**config.mk**
```make
export PLATFORM = sky130hd
export DESIGN_NAME = i2c_config_sequencer
export DESIGN_NICKNAME = d
export VERILOG_FILES = /design/src/rtl/i2c_config_sequencer_pkg.sv /design/src/rtl/i2c_config_sequencer_rom.sv /design/src/rtl/i2c_config_sequencer.sv
export SDC_FILE = /design/constraint.sdc
export NUM_CORES = 1
export LEC_CHECK = 0
export CELL_PAD_IN_SITES_DETAIL_PLACEMENT = 0
export CELL_PAD_IN_SITES_GLOBAL_PLACEMENT = 1
export CORE_MARGIN = 4
export CORE_UTILIZATION = 43
export CTS_BUF_LIST = sky130_fd_sc_hd__clkbuf_16
export DETAILED_ROUTE_END_ITERATION = 8
export HOLD_SLACK_MARGIN = 0.02
export MAX_ROUTING_LAYER = met4
export PLACE_DENSITY = 0.86
export SLEW_MARGIN = 20
export SYNTH_ARGS = -nofsm -noshare
export SYNTH_HDL_FRONTEND = slang
export SYNTH_SLANG_ARGS = --single-unit
```
**constraint.sdc**
```tcl
create_clock -name Clock -period 2.45 [get_ports Clock]
set_input_delay 0.49 -clock Clock [delete_from_list [all_inputs] [get_ports Clock]]
set_output_delay 0.49 -clock Clock [all_outputs]
set_load 0.1 [all_outputs]
```
**src/rtl/i2c_config_sequencer_pkg.sv**
```systemverilog
// Shared definitions for the I2C configuration sequencer: state encoding,
// table word layout and the default target address.
package i2c_config_sequencer_pkg;

   typedef enum logic [3:0] {
      ST_IDLE     = 4'd0,
      ST_LOAD     = 4'd1,
      ST_SEND_DEV = 4'd2,
      ST_WAIT_DEV = 4'd3,
      ST_SEND_REG = 4'd4,
      ST_WAIT_REG = 4'd5,
      ST_SEND_DAT = 4'd6,
      ST_WAIT_DAT = 4'd7,
      ST_GAP      = 4'd8,
      ST_DONE     = 4'd9,
      ST_FAIL     = 4'd10
   } state_t;

   localparam int WORD_W = 16;
   localparam int REG_HI = 15;
   localparam int REG_LO = 8;
   localparam int VAL_HI = 7;
   localparam int VAL_LO = 0;

   localparam logic [6:0] DEFAULT_DEV_ADDR = 7'h1A;

   // First byte of every transaction: 7-bit address followed by the write bit.
   function automatic logic [7:0] dev_write_byte(input logic [6:0] addr);
      return {addr, 1'b0};
   endfunction

endpackage

```
**src/rtl/i2c_config_sequencer_rom.sv**
```systemverilog
// Fixed register/value table walked by the sequencer; entries beyond the
// populated range read as zero.
module i2c_config_rom
   import i2c_config_sequencer_pkg::*;
(
   input  logic [7:0]        index,
   output logic [WORD_W-1:0] word
);

   // Each entry is {register, value}; the sequencer splits it at REG_LO.
   always_comb begin
      word = 16'h0000;
      case (index)
         8'd0:    word = 16'h0F00;
         8'd1:    word = 16'h0117;
         8'd2:    word = 16'h0217;
         8'd3:    word = 16'h0379;
         8'd4:    word = 16'h0479;
         8'd5:    word = 16'h0512;
         8'd6:    word = 16'h0600;
         8'd7:    word = 16'h0700;
         8'd8:    word = 16'h0842;
         8'd9:    word = 16'h0901;
         default: word = 16'h0000;
      endcase
   end

endmodule

```
**src/rtl/i2c_config_sequencer.sv**
```systemverilog
// Walks the configuration table and feeds three-byte write transactions to
// the I2C byte transmitter, with NACK retry, bus-free gap and busy timeout.
module i2c_config_sequencer
   import i2c_config_sequencer_pkg::*;
#(
   parameter logic [6:0] DEV_ADDR   = DEFAULT_DEV_ADDR,
   parameter int         NUM_WORDS  = 10,
   parameter int         RETRY_MAX  = 3,
   parameter int         GAP_CYCLES = 16,
   parameter int         TIMEOUT    = 255
)(
   input  logic       Clock,
   input  logic       Reset_n,
   input  logic       Start,
   output logic [7:0] ByteData,
   output logic       ByteEnable,
   output logic       ByteLast,
   output logic       ByteFirst,
   input  logic       ByteBusy,
   input  logic       ByteAckErr,
   output logic       Busy,
   output logic       Done,
   output logic       Error,
   output logic [7:0] WordIndex
);

   localparam int                 RETRY_W     = (RETRY_MAX > 0) ? $clog2(RETRY_MAX + 1) : 1;
   localparam logic [RETRY_W-1:0] RETRY_LIMIT = RETRY_W'(RETRY_MAX);
   localparam logic [7:0]         GAP_LAST    = 8'(GAP_CYCLES - 1);
   localparam logic [7:0]         TIMEOUT_LIM = 8'(TIMEOUT);
   localparam logic [7:0]         LAST_INDEX  = 8'(NUM_WORDS - 1);

   state_t             state_q, state_n;
   logic [WORD_W-1:0]  word_q, word_n;
   logic [WORD_W-1:0]  rom_word;
   logic [7:0]         data_q, data_n;
   logic               en_q, en_n;
   logic               first_q, first_n;
   logic               last_q, last_n;
   logic [7:0]         idx_q, idx_n;
   logic [RETRY_W-1:0] retry_q, retry_n;
   logic               pending_q, pending_n;
   logic [7:0]         cnt_q, cnt_n;
   logic               seen_busy_q, seen_busy_n;

   i2c_config_rom rom (
      .index (idx_q),
      .word  (rom_word)
   );

   always_ff @(posedge Clock or negedge Reset_n) begin
      if (!Reset_n) state_q <= ST_IDLE;
      else          state_q <= state_n;
   end

   always_ff @(posedge Clock or negedge Reset_n) begin
      if (!Reset_n) begin
         word_q      <= '0;
         data_q      <= '0;
         en_q        <= 1'b0;
         first_q     <= 1'b0;
         last_q      <= 1'b0;
         idx_q       <= '0;
         retry_q     <= '0;
         pending_q   <= 1'b0;
         cnt_q       <= '0;
         seen_busy_q <= 1'b0;
      end else begin
         word_q      <= word_n;
         data_q      <= data_n;
         en_q        <= en_n;
         first_q     <= first_n;
         last_q      <= last_n;
         idx_q       <= idx_n;
         retry_q     <= retry_n;
         pending_q   <= pending_n;
         cnt_q       <= cnt_n;
         seen_busy_q <= seen_busy_n;
      end
   end

   // ByteEnable is registered so it is a clean single-cycle pulse that
   // coincides with ByteData already being stable.
   always_comb begin
      state_n     = state_q;
      word_n      = word_q;
      data_n      = data_q;
      en_n        = 1'b0;
      first_n     = first_q;
      last_n      = last_q;
      idx_n       = idx_q;
      retry_n     = retry_q;
      pending_n   = pending_q;
      cnt_n       = cnt_q;
      seen_busy_n = seen_busy_q;

      case (state_q)
         ST_IDLE, ST_DONE, ST_FAIL: begin
            if (Start) begin
               idx_n     = '0;
               retry_n   = '0;
               pending_n = 1'b0;
               state_n   = ST_LOAD;
            end
         end

         ST_LOAD: begin
            word_n  = rom_word;
            state_n = ST_SEND_DEV;
         end

         ST_SEND_DEV: begin
            if (!ByteBusy) begin
               data_n      = dev_write_byte(DEV_ADDR);
               en_n        = 1'b1;
               first_n     = 1'b1;
               last_n      = 1'b0;
               cnt_n       = '0;
               seen_busy_n = 1'b0;
               state_n     = ST_WAIT_DEV;
            end
         end

         ST_SEND_REG: begin
            if (!ByteBusy) begin
               data_n      = word_q[REG_HI:REG_LO];
               en_n        = 1'b1;
               first_n     = 1'b0;
               last_n      = 1'b0;
               cnt_n       = '0;
               seen_busy_n = 1'b0;
               state_n     = ST_WAIT_REG;
            end
         end

         ST_SEND_DAT: begin
            if (!ByteBusy) begin
               data_n      = word_q[VAL_HI:VAL_LO];
               en_n        = 1'b1;
               first_n     = 1'b0;
               last_n      = 1'b1;
               cnt_n       = '0;
               seen_busy_n = 1'b0;
               state_n     = ST_WAIT_DAT;
            end
         end

         // Phase 1 waits for the transmitter to accept (bounded), phase 2
         // waits for the byte and its ACK slot to finish.
         ST_WAIT_DEV, ST_WAIT_REG, ST_WAIT_DAT: begin
            if (!seen_busy_q) begin
               if (ByteBusy) begin
                  seen_busy_n = 1'b1;
               end else if (cnt_q >= TIMEOUT_LIM) begin
                  state_n = ST_FAIL;
               end else if (cnt_q != 8'hFF) begin
                  cnt_n = cnt_q + 8'd1;
               end
            end else if (!ByteBusy) begin
               seen_busy_n = 1'b0;
               cnt_n       = '0;
               if (ByteAckErr) begin
                  if (retry_q < RETRY_LIMIT) begin
                     retry_n   = retry_q + RETRY_W'(1);
                     pending_n = 1'b1;
                     state_n   = ST_GAP;
                  end else begin
                     state_n = ST_FAIL;
                  end
               end else begin
                  case (state_q)
                     ST_WAIT_DEV: state_n = ST_SEND_REG;
                     ST_WAIT_REG: state_n = ST_SEND_DAT;
                     default:     state_n = ST_GAP;
                  endcase
               end
            end
         end

         // A pending retry resends the already latched word without a LOAD.
         ST_GAP: begin
            if (cnt_q >= GAP_LAST) begin
               cnt_n = '0;
               if (pending_q) begin
                  pending_n = 1'b0;
                  state_n   = ST_SEND_DEV;
               end else begin
                  retry_n = '0;
                  if (idx_q == LAST_INDEX) begin
                     state_n = ST_DONE;
                  end else begin
                     idx_n   = idx_q + 8'd1;
                     state_n = ST_LOAD;
                  end
               end
            end else begin
               cnt_n = cnt_q + 8'd1;
            end
         end

         default: state_n = ST_IDLE;
      endcase
   end

   assign ByteData   = data_q;
   assign ByteEnable = en_q;
   assign ByteFirst  = first_q;
   assign ByteLast   = last_q;
   assign WordIndex  = idx_q;
   assign Busy       = (state_q != ST_IDLE) && (state_q != ST_DONE) && (state_q != ST_FAIL);
   assign Done       = (state_q == ST_DONE);
   assign Error      = (state_q == ST_FAIL);

endmodule
```
== Word level (Yosys, flattened, before mapping) ==
Memories as Yosys holds them, arrays and structs flattened.
Cells that the tools add are included.

* Flip-flop bits (word level): 51
* ROM bits: 176
* Output and inout bits: 22
* Word-level logic and storage cells: 131
* Memories: 1

* $add $sub $neg: 3
* Order comparisons: 3
* Equal/unequal tests: 32
* Multiplexer cells: 55
* Reductions and logical operators: 26

{| class="wikitable"
|+ Memories
! memory !! words !! width !! rd ports !! clocked after memory_dff !! write ports !! line !! text
|-
| (no name shown) || 16 || 11 || 1 || 0 || 0 || i2c_config_sequencer_rom.sv:13 || <nowiki>case (index)</nowiki>
|}

{| class="wikitable"
|+ Operator list
! cell !! number
|-
| 8-bit two-way mux || 13
|-
| 4-bit two-way mux || 12
|-
| 8-bit case mux with 3 select lines || 2
|-
| 2-bit inequality test, second input constant || 14
|-
| 4-bit case mux with 7 select lines || 1
|-
| 8-bit by 1-bit adder with 8-bit output, second input constant || 2
|-
| 4-bit by 3-bit == test with 1-bit output, second input constant || 4
|-
| 16-bit two-way mux || 1
|-
| 2-bit two-way mux || 8
|-
| 8-bit case mux with 2 select lines || 1
|-
| 7-bit AND reduction || 2
|-
| 4-bit == test, second input constant || 3
|-
| 3-bit inequality test, second input constant || 4
|-
| 1-bit two-way mux || 11
|-
| 3-bit nonzero test || 3
|-
| 3-bit OR reduction || 3
|-
| 4-bit by 2-bit == test with 1-bit output, second input constant || 2
|-
| 8-bit by 4-bit == test with 1-bit output, second input constant || 1
|-
| 8-bit by 4-bit greater-or-equal comparator with 1-bit output, second input constant || 1
|-
| 8-bit greater-or-equal comparator, second input constant || 1
|-
| 4-bit logical NOT || 2
|-
| 4-bit inequality test, second input constant || 2
|-
| 8-bit inequality test, second input constant || 1
|-
| 4-bit case mux with 2 select lines || 1
|-
| 15 further kinds || 24
|}

== Longest topological paths before layout ==
* Depth in word-level cells: 6
* Gate-level depth with buffers: 8
* Mapped depth without buffers: 7

== By module ==
From an unflattened synthesis, not the netlist that was laid out.

* Cell total of the unflattened synthesis: 301
* Area, all modules: 2,955.3 um^2

{| class="wikitable"
|+ Modules (own cells, without submodules)
! module !! times used !! cells an instance !! area each (um^2) !! sequential area each (um^2)
|-
| i2c_config_sequencer || 1 || 253 || 2,617.5 || 1,276.2
|-
| i2c_config_rom || 1 || 48 || 337.8 || 0.0
|}

== Worst setup path after synthesis ==
OpenSTA, ideal clock, no wires.

* Path type: flip-flop to output port
* Start: register state_q[0]
* End: output port Done
* Arrival: 2,963 ps
* Required time: 1,960 ps
* Setup slack: -1,003 ps
* Cell stages (with the launch flop): 4
* Path buffers: 2
* Path through: dfrtp_1 buf_2 clkbuf_1 nor3b_1

* Word-level cells in the longest chain between the ends: 1

{| class="wikitable"
|+ Ends and longest elaborated chain
! item !! line !! text
|-
| start: declaration || i2c_config_sequencer.sv:33 || <nowiki>state_t state_q, state_n;</nowiki>
|-
| start signal: assignment || i2c_config_sequencer.sv:53 || <nowiki>else state_q <= state_n;</nowiki>
|-
| 4-bit == test || i2c_config_sequencer.sv:211 || <nowiki>assign Done = (state_q == ST_DONE);</nowiki>
|-
| end: declaration || i2c_config_sequencer.sv:22 || <nowiki>output logic Done,</nowiki>
|}

No other way between the ends.

== Final worst setup path ==
* Start: register state_q[2]
* End: register state_q[3]

* Word-level cells in the longest chain between the ends: 6

{| class="wikitable"
|+ Ends and longest elaborated chain
! item !! line !! text
|-
| 4-bit by 3-bit == test with 1-bit output or 4-bit by 2-bit == test with 1-bit output (tied branches) || i2c_config_sequencer.sv:97, i2c_config_sequencer.sv:171 ||
|-
| 4-bit case mux with 2 select lines || i2c_config_sequencer.sv:171 || <nowiki>case (state_q)</nowiki>
|-
| 4-bit two-way mux || i2c_config_sequencer.sv:162 || <nowiki>if (ByteAckErr) begin</nowiki>
|-
| 4-bit two-way mux || i2c_config_sequencer.sv:159 || <nowiki>end else if (!ByteBusy) begin</nowiki>
|-
| 4-bit two-way mux || i2c_config_sequencer.sv:151 || <nowiki>if (!seen_busy_q) begin</nowiki>
|-
| 4-bit case mux with 7 select lines || i2c_config_sequencer.sv:97 || <nowiki>case (state_q)</nowiki>
|}

Several ways; a longest one is shown, not always the timed one. The select of a mux whose other input is x is not followed.
A chain may end at the register's enable or synchronous reset.

==> insert_results.sql <==
INSERT INTO impl_metrics (metric_group, metric, value, unit) VALUES
('setup_path', 'arrival', '2390', 'ps'),
('power_and_ir_drop', 'power_frac_seq', '28.1', '%'),
('clock_tree', 'cts.sink_count', '44', ''),
('synth', 'synth_seq_area_share', '43.8', '%'),
('clock_tree', 'numCtsBuffers', '5', ''),
('synth', 'synthesis.instances', '281', ''),
('cells_and_area', 'final_area', '0.00304', 'mm²'),
('clock_tree', 'cts_hold_buffers', '0', ''),
('global_route', 'maximum_number_of_pins_on_one_net_before_global_route_repair', '39', ''),
('synth', 'post_synth.cell_area_avg', '8.94', 'µm²'),
('global_route', 'grt_first_pass_wirelength', '9110', 'µm'),
('synth', 'synth_area_leaders', 'sky130_fd_sc_hd__dfrtp_1, sky130_fd_sc_hd__o21ai_0, sky130_fd_sc_hd__nand2_1', ''),
('timing', 'clock_skew', '5.13', 'ps'),
('clock_tree', 'cts_repair_resize_count', '0', ''),
('setup_path', 'setup_crit_end_kind', 'register', ''),
('power_and_ir_drop', 'power_per_cell_area', '1310', 'mW/mm²'),
('timing', 'maxSlewHeadroom', '42.1', '%'),
('setup_path', 'timing.critical_path.slowest_cell_delay', '560', 'ps'),
('synth', 'synth.cell_area', '0.00251', 'mm²'),
('setup_path', 'worst_ep_required_time', '2620', 'ps'),
('timing', 'setup_total_negative_slack', '0', 'ps'),
('setup_path', 'reg2reg_to', 'state_q[3]', ''),
('power_and_ir_drop', 'leakage', '0.00135', 'µW'),
('synth', 'post_synth_edffs', '0', ''),
('synth', 'post-synth-top-count-cell', 'sky130_fd_sc_hd__dfrtp_1', ''),
('clock_tree', 'cts_root_buffer', 'sky130_fd_sc_hd__clkbuf_16', ''),
('min_path', 'worst_hold_path_type', 'in2async', ''),
('run_status', 'outcome', 'completed', ''),
('cells_and_area', 'design.final.nets', '321', ''),
('floorplan', 'pin_count', '27', ''),
('setup_path', 'reg2reg_slack', '230', 'ps'),
('synth', 'postSynthRegisterBits', '44', ''),
('floorplan', 'floorplan.rows', '27', ''),
('placement', 'gp_routability_congestion', '0.831', ''),
('timing', 'min_period', '2220', 'ps'),
('synth', 'synth.lib_cells_used.distinct', '49', ''),
('route', 'route.antenna.remaining_nets', '0', ''),
('synth', 'synthArstFlopShare', '100', '%'),
('power_and_ir_drop', 'power.switching_fraction', '46.3', '%'),
('cells_and_area', 'finalCoreUtilization', '54.5', '%'),
('placement', 'port_buffer_count', '25', ''),
('setup_path', 'slowest_stage', 'sky130_fd_sc_hd__or4_1', ''),
('timing', 'rsz0062_at_grt', 'no', ''),
('power_and_ir_drop', 'pwr-share-comb', '52.6', '%'),
('clock_tree', 'clkLatencyLatePin', '290', 'ps'),
('power_and_ir_drop', 'ir_drop', '1.01', 'mV'),
('floorplan', 'die-area', '0.00713', 'mm²'),
('setup_path', 'regToRegStartpoint', 'state_q[2]', ''),
('clock_tree', 'clock_slew_at_reported_path_ffs', '60', 'ps'),
('cells_and_area', 'filler_cell_count', '530', ''),
('route', 'wl_per_cell', '13.8', 'µm'),
('synth', 'post_synth_most_frequent_cells', 'sky130_fd_sc_hd__dfrtp_1, sky130_fd_sc_hd__nand2_1, sky130_fd_sc_hd__nor2_1, sky130_fd_sc_hd__o21ai_0, sky130_fd_sc_hd__a21oi_1', ''),
('clock_tree', 'htree_num_levels', '2', ''),
('job', 'max-cap-violations', '0', ''),
('route', 'mean_number_of_vias_per_cell', '5.40', ''),
('global_route', 'number_of_antenna_violations_at_the_first_check_in_global_routing', '0', ''),
('route', 'drtPass1Iterations', '4', ''),
('power_and_ir_drop', 'clock_power_share', '19.4', '%'),
('setup_path', 'path_cells', 'or4_1, o21a_2, o21ai_0, a211oi_1, buf_4, mux2_2', ''),
('floorplan', 'floorplan.initialDensity', '45.1', '%'),
('timing', 'final_critical_path_setup_slack', '227', 'ps'),
('synth', 'postSynthNetCount', '292', ''),
('cells_and_area', 'syn2layout_area_growth', '20.8', '%'),
('power_and_ir_drop', 'power_spent_charging_and_discharging_nets', '1840', 'µW'),
('setup_path', 'reg2reg_depth', '6', ''),
('cells_and_area', 'layout.cells.non_filler', '383', ''),
('cells_and_area', 'diodes', '0', ''),
('clock_tree', 'clock_path_buffers', '2', ''),
('placement', 'placedCellCount', '375', ''),
('global_route', 'grt_pass1_vias', '1895', ''),
('route', 'routed-via-count', '2069', '');
-- per-stage QoR --
step	total power, µW	hold WS (ps)
final	3970	315
after CTS	4000	359
after detailed placement	3220	466
after floorplan	2700	194
after global routing	4230	396
after global placement	3190	463
-- metal layers --
metal  GRT usage (%)  wire length [µm]  vias to the layer above
met5               -                 0                        -
met4            3.88                37                        0
met3            3.04               246                        5
met2            23.2              2370                       43
met1            22.3              2640                      951
li1                -                 -                     1070
-- cells in the final DEF (no fill, tap or decap), types with 3 or more instances in the layout --
cell type / count
sky130_fd_sc_hd__clkdlybuf4s50_1: 3
sky130_fd_sc_hd__nor2b_1: 6
sky130_fd_sc_hd__ha_1: 6
sky130_fd_sc_hd__nand2b_1: 10
sky130_fd_sc_hd__nor3_1: 6
sky130_fd_sc_hd__and3_1: 5
sky130_fd_sc_hd__o21a_1: 5
sky130_fd_sc_hd__nor4_1: 3
sky130_fd_sc_hd__a221o_1: 3
sky130_fd_sc_hd__dfrtp_2: 3
sky130_fd_sc_hd__buf_12: 3
sky130_fd_sc_hd__inv_1: 7
sky130_fd_sc_hd__buf_4: 31
sky130_fd_sc_hd__a22o_1: 3
sky130_fd_sc_hd__mux2_2: 7
sky130_fd_sc_hd__nand2_1: 29
sky130_fd_sc_hd__nand4_1: 3
sky130_fd_sc_hd__nor2_1: 27
sky130_fd_sc_hd__a22oi_1: 3
sky130_fd_sc_hd__or2_2: 3
sky130_fd_sc_hd__clkbuf_16: 5
sky130_fd_sc_hd__o21ai_0: 24
sky130_fd_sc_hd__mux2i_1: 8
sky130_fd_sc_hd__dfrtp_1: 41
sky130_fd_sc_hd__a211oi_1: 3
sky130_fd_sc_hd__a21oi_1: 21
sky130_fd_sc_hd__nand3_1: 10
-- registers in the layout, summed over array words and instances, names as in the netlist --
signal	count
ByteData	7
ByteEnable	1
ByteFirst	1
ByteLast	1
WordIndex	8
cnt_q	8
pending_q	1
retry_q	2
seen_busy_q	1
state_q	4
word_q	10
-- cell type report --
cell class	instances	area (µm²)	share of cell area [%]
Timing Repair Buffer	38	328	10.8
Clock inverter	3	47.5	1.57
Inverter	7	26.3	0.866
Multi-Input combinational cell	214	1310	43.3
Tap cell	72	90.1	2.97
Sequential cell	44	1100	36.4
Clock buffer	5	125	4.12
-- worst max-delay path by stage --
stage          startpoint      endpoint  slack [ps]  cells after the start
2_1_floorplan  state_q[0]          Done         -20                      3
3_3_place_gp   state_q[2]    state_q[3]         210                      6
3_5_place_dp        Start  WordIndex[4]         210                      7
4_1_cts        state_q[2]    state_q[3]         240                      6
5_1_grt        state_q[2]    state_q[3]         150                      6
6_report       state_q[2]    state_q[3]         230                      6
-- power by group through the flow --
stage	clock network [µW]	logic (µW)	registers, µW
floorplan	0	1160	1540
CTS	787	2100	1120
global route	818	2270	1150
finish	769	2090	1120
detailed placement	0	2090	1130
global placement	0	2070	1120
-- kinds of logic (layout without fill, tap and decap cells) --
group | after synthesis | in the layout | share of synthesized area, %
compound gates | 75 | 75 | 18.7
xor+xnor | 2 | 2 | 0.697
fa+ha+maj | 6 | 6 | 2.99
buf+inv | 23 | 53 | 4.23
flops | 44 | 44 | 43.8
mux | 15 | 15 | 6.33
other cells | 1 | 1 | 0.149
simple gates | 115 | 115 | 23.1
Note: power is estimated with default switching activity, not from simulation.
